<file path="config.mk">
export PLATFORM = sky130hd
export DESIGN_NAME = wb_commit_unit_flat
export DESIGN_NICKNAME = d
export VERILOG_FILES = /design/src/rtl/wb_commit_unit_if.sv /design/src/rtl/wb_commit_unit.sv /design/src/flat_wrapper.sv
export SDC_FILE = /design/constraint.sdc
export NUM_CORES = 2
export LEC_CHECK = 0
export ABC_CLOCK_PERIOD_IN_PS = 2200
export BUFFER_PORTS_ARGS = -buffer_cell sky130_fd_sc_hd__buf_2
export CAP_MARGIN = 40
export CORE_MARGIN = 4
export CORE_UTILIZATION = 30
export DETAILED_ROUTE_END_ITERATION = 8
export SLEW_MARGIN = 20
export SYNTH_ARGS = -nofsm -noshare
export SYNTH_HDL_FRONTEND = slang
export SYNTH_SLANG_ARGS = --single-unit
</file>
<file path="constraint.sdc">
create_clock -name clk -period 2.2 [get_ports clk]
set_input_delay 0.11 -clock clk [delete_from_list [all_inputs] [get_ports clk]]
set_output_delay 0.11 -clock clk [all_outputs]
set_load 0.005 [all_outputs]
</file>
<file path="src/rtl/wb_commit_unit_if.sv">
// rtl/wb_commit_unit_if.sv - execute-to-writeback handshake and result bundle
//
// Purpose: carries one executed instruction (RIP, up to two destination
// results and two source-release indices) from execute into the commit unit.
// Ports (modports):
//   master - execute side: drives everything except wb_ready_out
//   slave  - commit unit : samples the bundle, drives wb_ready_out
interface wb_commit_unit_if #(
    parameter int IDX_W  = 4,
    parameter int DATA_W = 64,
    parameter int RIP_W  = 32
);
    logic              wb_valid_in;
    logic              wb_ready_out;
    logic [RIP_W-1:0]  wb_rip_in;
    logic              dst_valid_in;
    logic [IDX_W-1:0]  dst_reg_in;
    logic [DATA_W-1:0] dst_data_in;
    logic              dsts_valid_in;
    logic [IDX_W-1:0]  dsts_reg_in;
    logic [DATA_W-1:0] dsts_data_in;
    logic              src1_valid_in;
    logic [IDX_W-1:0]  src1_reg_in;
    logic              src2_valid_in;
    logic [IDX_W-1:0]  src2_reg_in;

    modport master (
        output wb_valid_in, wb_rip_in,
        output dst_valid_in, dst_reg_in, dst_data_in,
        output dsts_valid_in, dsts_reg_in, dsts_data_in,
        output src1_valid_in, src1_reg_in, src2_valid_in, src2_reg_in,
        input  wb_ready_out
    );

    modport slave (
        input  wb_valid_in, wb_rip_in,
        input  dst_valid_in, dst_reg_in, dst_data_in,
        input  dsts_valid_in, dsts_reg_in, dsts_data_in,
        input  src1_valid_in, src1_reg_in, src2_valid_in, src2_reg_in,
        output wb_ready_out
    );
endinterface

</file>
<file path="src/rtl/wb_commit_unit.sv">
// rtl/wb_commit_unit.sv - registered writeback/commit stage with register file and scoreboard
//
// Purpose: on each accepted instruction writes up to two results into the
// architectural register file, releases scoreboard bits and hands the RIP to
// the retire interface through a single-entry output register.
// Ports:
//   clk, reset_n             - clock, synchronous active-low reset
//   wb                       - execute bundle (wb_commit_unit_if.slave)
//   rsv_valid_in/rsv_reg_in  - decode reserve request
//   rd_addr_a/b, rd_data_a/b - combinational operand read ports
//   in_use_out               - registered scoreboard bitmap
//   ret_valid_out/ret_ready_in/ret_rip_out - retire handshake
//   retire_count_out         - retired-instruction counter (wraps)
module wb_commit_unit #(
    parameter int NUM_REGS = 16,
    parameter int IDX_W    = $clog2(NUM_REGS),
    parameter int DATA_W   = 64,
    parameter int RIP_W    = 32,
    parameter int CNT_W    = 32,
    parameter int BYPASS   = 1
) (
    input  logic                clk,
    input  logic                reset_n,
    wb_commit_unit_if.slave     wb,
    input  logic                rsv_valid_in,
    input  logic [IDX_W-1:0]    rsv_reg_in,
    input  logic [IDX_W-1:0]    rd_addr_a,
    input  logic [IDX_W-1:0]    rd_addr_b,
    output logic [DATA_W-1:0]   rd_data_a,
    output logic [DATA_W-1:0]   rd_data_b,
    output logic [NUM_REGS-1:0] in_use_out,
    output logic                ret_valid_out,
    input  logic                ret_ready_in,
    output logic [RIP_W-1:0]    ret_rip_out,
    output logic [CNT_W-1:0]    retire_count_out
);
    logic [DATA_W-1:0]   regs_q [NUM_REGS];
    logic [DATA_W-1:0]   regs_d [NUM_REGS];
    logic [NUM_REGS-1:0] in_use_q, in_use_d;
    logic                ret_valid_q, ret_valid_d;
    logic [RIP_W-1:0]    ret_rip_q, ret_rip_d;
    logic [CNT_W-1:0]    cnt_q, cnt_d;
    logic [NUM_REGS-1:0] clr_mask, set_mask;
    logic                accept;
    logic                retire;

    // The retire slot can take a new entry when empty or draining this cycle.
    assign wb.wb_ready_out = !ret_valid_q || ret_ready_in;
    assign accept          = wb.wb_valid_in && wb.wb_ready_out;
    assign retire          = ret_valid_q && ret_ready_in;

    always_comb begin
        regs_d      = regs_q;
        clr_mask    = '0;
        set_mask    = '0;
        ret_valid_d = ret_valid_q;
        ret_rip_d   = ret_rip_q;
        cnt_d       = cnt_q;

        if (retire) begin
            cnt_d       = cnt_q + CNT_W'(1);
            ret_valid_d = 1'b0;
        end

        if (accept) begin
            // Special written first so the primary overwrites on an index clash.
            if (wb.dsts_valid_in) regs_d[wb.dsts_reg_in] = wb.dsts_data_in;
            if (wb.dst_valid_in)  regs_d[wb.dst_reg_in]  = wb.dst_data_in;
            if (wb.src1_valid_in) clr_mask[wb.src1_reg_in] = 1'b1;
            if (wb.src2_valid_in) clr_mask[wb.src2_reg_in] = 1'b1;
            if (wb.dst_valid_in)  clr_mask[wb.dst_reg_in]  = 1'b1;
            if (wb.dsts_valid_in) clr_mask[wb.dsts_reg_in] = 1'b1;
            ret_valid_d = 1'b1;
            ret_rip_d   = wb.wb_rip_in;
        end

        // Reserve is independent of accept and applied after release.
        if (rsv_valid_in) set_mask[rsv_reg_in] = 1'b1;
        in_use_d = (in_use_q & ~clr_mask) | set_mask;
    end

    always_comb begin
        rd_data_a = regs_q[rd_addr_a];
        rd_data_b = regs_q[rd_addr_b];
        if (BYPASS != 0 && accept) begin
            if (wb.dsts_valid_in && wb.dsts_reg_in == rd_addr_a) rd_data_a = wb.dsts_data_in;
            if (wb.dst_valid_in  && wb.dst_reg_in  == rd_addr_a) rd_data_a = wb.dst_data_in;
            if (wb.dsts_valid_in && wb.dsts_reg_in == rd_addr_b) rd_data_b = wb.dsts_data_in;
            if (wb.dst_valid_in  && wb.dst_reg_in  == rd_addr_b) rd_data_b = wb.dst_data_in;
        end
    end

    always_ff @(posedge clk) begin
        if (!reset_n) begin
            for (int i = 0; i < NUM_REGS; i++) regs_q[i] <= '0;
            in_use_q    <= '0;
            ret_valid_q <= 1'b0;
            ret_rip_q   <= '0;
            cnt_q       <= '0;
        end else begin
            regs_q      <= regs_d;
            in_use_q    <= in_use_d;
            ret_valid_q <= ret_valid_d;
            ret_rip_q   <= ret_rip_d;
            cnt_q       <= cnt_d;
        end
    end

    assign in_use_out       = in_use_q;
    assign ret_valid_out    = ret_valid_q;
    assign ret_rip_out      = ret_rip_q;
    assign retire_count_out = cnt_q;
endmodule

</file>
<file path="src/flat_wrapper.sv">
// flat-port wrapper written by rule: the top's interface ports become plain ports
module wb_commit_unit_flat 
#(
    parameter int NUM_REGS = 16,
    parameter int IDX_W    = $clog2(NUM_REGS),
    parameter int DATA_W   = 64,
    parameter int RIP_W    = 32,
    parameter int CNT_W    = 32,
    parameter int BYPASS   = 1
)
  (clk, reset_n, rsv_valid_in, rsv_reg_in, rd_addr_a, rd_addr_b, rd_data_a, rd_data_b, in_use_out, ret_valid_out, ret_ready_in, ret_rip_out, retire_count_out, wb_wb_valid_in, wb_wb_rip_in, wb_dst_valid_in, wb_dst_reg_in, wb_dst_data_in, wb_dsts_valid_in, wb_dsts_reg_in, wb_dsts_data_in, wb_src1_valid_in, wb_src1_reg_in, wb_src2_valid_in, wb_src2_reg_in, wb_wb_ready_out);
  wb_commit_unit_if #(.IDX_W(IDX_W), .DATA_W(DATA_W), .RIP_W(RIP_W)) wb_i ();
  input  logic clk;
  input  logic reset_n;
  input  logic rsv_valid_in;
  input  logic [IDX_W-1:0] rsv_reg_in;
  input  logic [IDX_W-1:0] rd_addr_a;
  input  logic [IDX_W-1:0] rd_addr_b;
  output logic [DATA_W-1:0] rd_data_a;
  output logic [DATA_W-1:0] rd_data_b;
  output logic [NUM_REGS-1:0] in_use_out;
  output logic ret_valid_out;
  input  logic ret_ready_in;
  output logic [RIP_W-1:0] ret_rip_out;
  output logic [CNT_W-1:0] retire_count_out;
  input wire logic [$bits(wb_i.wb_valid_in)-1:0] wb_wb_valid_in;
  input wire logic [$bits(wb_i.wb_rip_in)-1:0] wb_wb_rip_in;
  input wire logic [$bits(wb_i.dst_valid_in)-1:0] wb_dst_valid_in;
  input wire logic [$bits(wb_i.dst_reg_in)-1:0] wb_dst_reg_in;
  input wire logic [$bits(wb_i.dst_data_in)-1:0] wb_dst_data_in;
  input wire logic [$bits(wb_i.dsts_valid_in)-1:0] wb_dsts_valid_in;
  input wire logic [$bits(wb_i.dsts_reg_in)-1:0] wb_dsts_reg_in;
  input wire logic [$bits(wb_i.dsts_data_in)-1:0] wb_dsts_data_in;
  input wire logic [$bits(wb_i.src1_valid_in)-1:0] wb_src1_valid_in;
  input wire logic [$bits(wb_i.src1_reg_in)-1:0] wb_src1_reg_in;
  input wire logic [$bits(wb_i.src2_valid_in)-1:0] wb_src2_valid_in;
  input wire logic [$bits(wb_i.src2_reg_in)-1:0] wb_src2_reg_in;
  output wire logic [$bits(wb_i.wb_ready_out)-1:0] wb_wb_ready_out;
  assign wb_i.wb_valid_in = wb_wb_valid_in;
  assign wb_i.wb_rip_in = wb_wb_rip_in;
  assign wb_i.dst_valid_in = wb_dst_valid_in;
  assign wb_i.dst_reg_in = wb_dst_reg_in;
  assign wb_i.dst_data_in = wb_dst_data_in;
  assign wb_i.dsts_valid_in = wb_dsts_valid_in;
  assign wb_i.dsts_reg_in = wb_dsts_reg_in;
  assign wb_i.dsts_data_in = wb_dsts_data_in;
  assign wb_i.src1_valid_in = wb_src1_valid_in;
  assign wb_i.src1_reg_in = wb_src1_reg_in;
  assign wb_i.src2_valid_in = wb_src2_valid_in;
  assign wb_i.src2_reg_in = wb_src2_reg_in;
  assign wb_wb_ready_out = wb_i.wb_ready_out;
  wb_commit_unit #(.NUM_REGS(NUM_REGS), .IDX_W(IDX_W), .DATA_W(DATA_W), .RIP_W(RIP_W), .CNT_W(CNT_W), .BYPASS(BYPASS)) u_core (.clk(clk), .reset_n(reset_n), .wb(wb_i), .rsv_valid_in(rsv_valid_in), .rsv_reg_in(rsv_reg_in), .rd_addr_a(rd_addr_a), .rd_addr_b(rd_addr_b), .rd_data_a(rd_data_a), .rd_data_b(rd_data_b), .in_use_out(in_use_out), .ret_valid_out(ret_valid_out), .ret_ready_in(ret_ready_in), .ret_rip_out(ret_rip_out), .retire_count_out(retire_count_out));
endmodule
</file>
==> out/metrics.cfg <==
[outcome]
status=complete, but fails checks
violations=setup timing

[setup_path]
worst_setup_path_end_kind=output port
crit_path_start=u_core.regs_q[776]$_SDFFE_PN0P_
crit_type=reg -> out
cp.required_ps=2090
rr_startpoint=u_core.ret_valid_out$_SDFFE_PN0P_
r2r_cells=11
start_kind=register
critPathArrivalTime_ps=2620
endpoint=rd_data_b[8]
reg2reg_slack_ps=-10
cp_max_fo=3
r2r_end=u_core.regs_q[315]$_SDFFE_PN0P_

[floorplan]
ios=407
coreArea_um2=218000
die_area_um2=227000
die_w_um=476
num_rows=171
initial_core_util_pct=30.2
die_h_um=476

[job]
cap_violations=0

[drt]
vias=72510
vias_per_cell=6.66
initialDrtViolationCount=12435
drt_wl_total_um=351000
drt-pass1-iter-count=9
drc=0
post_drt_wl_per_cell_um=32.3
ant_nets=0

[place]
post-dp-hpwl_um=208000
dp_slack_ps=-430
port_buffers=406
place_congestion=0.907

[synthesis]
ys.warnings.count=0
synth_cells=7718
ys_types=57
synthArstFlopShare_pct=0
syn_avg_cell_area_um2=8.51
ys_ff_latch=1105
syn-num-nets=7916
synth_edf_count=0
synthTopCellsByArea=dfxtp_1, mux4_2, a311oi_1
syn-cell-area_um2=65700
yosysTopAreaCell=dfxtp_1
synth_top_area_share_pct=33.7
synthFlopType=dfxtp_1
ys_seq_area_share_pct=33.7

[timing]
skew_ps=45.9
hold_viol_final=0
fmax_mhz=366
hold_ws_ps=51.7
finalCriticalPeriod_ps=2730
rsz0062_at_grt=yes
max_slew.worst_pin.slew_ps=867
relSlewSlack_pct=42.2
final.period_utilization_pct=124
finalMaxSlewViolations=0
finalSetupViolations=129
setup_ws_ps=-530

[layout]
nets=8113
area_delta_synth_final_pct=25.9
drive_above_1_share_pct=24.3

[power_and_ir_drop]
p_per_area_nw_per_um2=612
p_switching_mw=14.9
clkPwrFrac_pct=42.9
p_seq_share_pct=41.1
peakVddDrop_v=0.000693
p_sw_share_pct=29.4
leakagePower_nw=30.0
p_int_mw=35.7
p_comb_share_pct=16.0
p_total_mw=50.7

[global_route]
gr-total-overflow=0
antenna_found_initial=29
grt_max_degree=140
grtUsageTotal_pct=28.6
grt_first_pass_wirelength_um=481000
grt_pass1_vias=67553

[cts]
cts_root_buf=clkbuf_16
cts_sinks=1105
clkTransAtPathRegs_ps=70
htree_levels=3
cts_buffers=119
clk_path_buf_depth=3
cts_tree=yes
clk_latency_ps=820

[worst_hold_path]
hold_path.startpoint=wb_dst_reg_in[3]
min_path_type=in -> reg

## sequential cells by signal, indices dropped and copies added, names as in the netlist
signal	count
u_core.ret_rip_out	32
u_core.in_use_out	16
u_core.regs_q	1024
u_core.retire_count_out	32
u_core.ret_valid_out	1
## logic make-up (layout without fill, tap and decap cells)
group	count (synthesis)	count (layout)	synth area share, %
flops	1105	1105	33.7
fa+ha+maj	1	1	0.0190
buf+inv	1174	1473	7.38
mux	577	577	18.5
xor+xnor	39	39	0.520
simple gates	2651	2651	16.6
compound gates	2171	2171	23.3
other cells	0	12	0
## worst max-delay path: stages, from the launching register on
cell and delay [ps]:
dfxtp_1 330, mux4_2 480, a22oi_2 310, nand2_1 130
a221o_1 390, buf_2 160
## stage by stage
| stage | std cells | cell area, um2 | util (%) | TNS [ps] |
|---|---|---|---|---|
| after floorplan | 7718 | 65700 | - | 0 |
| after global placement | 10374 | 73900 | 34.0 | -21120 |
| after detailed placement | 10375 | 73900 | 34.0 | -22060 |
| after CTS | 10821 | 81500 | 37.5 | -60020 |
| after global routing | 10873 | 82700 | 38.0 | -58370 |
| final | 10883 | 82700 | 38.0 | -51570 |
## layout by cell type, fill, tap and decap left out, drive strengths merged, types with 74 or more instances in the layout
cell and n:
clkbuf 192, a22oi 128, o21ai 343, nor2 814, nand3 241, mux4 512
o22ai 393, dlygate4sd3 187, a22o 128, nand2 1358, dfxtp 1105, buf 974
and3 74, a311oi 697, a21oi 379
## power groups by stage
stage          registers, mW  logic [mW]  clock network, mW
6_report                20.8        8.10               21.7
5_1_grt                 20.9        8.36               22.5
4_1_cts                 20.8        7.66               21.7
3_5_place_dp            21.2        7.12                  0
3_3_place_gp            21.2        7.04                  0
2_1_floorplan           21.1        4.05                  0
## worst min path at each step
stage | endpoint | depth (start not counted) | slack, ps
2_1_floorplan | u_core.ret_valid_out$_SDFFE_PN0P_ | 2 | 240
3_3_place_gp | u_core.ret_rip_out[29]$_SDFFE_PN0P_ | 3 | 350
3_5_place_dp | u_core.ret_rip_out[8]$_SDFFE_PN0P_ | 3 | 360
4_1_cts | u_core.regs_q[874]$_SDFFE_PN0P_ | 6 | 10
5_1_grt | u_core.regs_q[873]$_SDFFE_PN0P_ | 6 | 70
6_report | u_core.regs_q[874]$_SDFFE_PN0P_ | 6 | 50
## layer usage
| layer | track usage, % | routed length [um] |
|---|---|---|
| met1 | 36.0 | 125000 |
| met2 | 42.6 | 148000 |
| met3 | 9.36 | 53100 |
| met4 | 16.8 | 25600 |
| met5 | 0.149 | 201 |
## layout make-up
type / instances / area, um2
Clock buffer: 174 / 3510
Sequential cell: 1105 / 22100
Multi-Input combinational cell: 5439 / 40500
Inverter: 71 / 274
Clock inverter: 49 / 621
Timing Repair Buffer: 1179 / 12100
Tap cell: 2854 / 3570
Fill cell: 21225 / 135000
Antenna cell: 12 / 30.0
## Yosys cell counts (all sizes together), types with 3 or more instances
master,number
nand2,1358
dfxtp,1105
nor2,814
clkbuf,717
a311oi,697
mux4,512
o22ai,393
buf,386
a21oi,379
o21ai,343
nand3,241
a22o,128
a22oi,128
and3,74
inv,71
nor4,71
mux2i,65
a221o,64
o22a,24
xor2,24
nand4,18
nand2b,15
xnor2,15
and2,12
nor2b,9
nand3b,8
nor3,7
and4,5
and3b,4
or2,4
or3,4
o32a,3
or3b,3
## repair_timing
| item | 4_1_cts | 5_1_grt |
|---|---|---|
| setup endpoints to repair | 128 | 341 |
| cloned | 10 | 21 |
| buffers inserted | 27 | 35 |
| hold endpoints to repair | 1078 | 0 |
| resized for setup | 207 | 94 |
| hold buffers | 187 | 0 |
| pin swaps | 30 | 33 |
No activity file was read; power rests on OpenSTA's default activity.
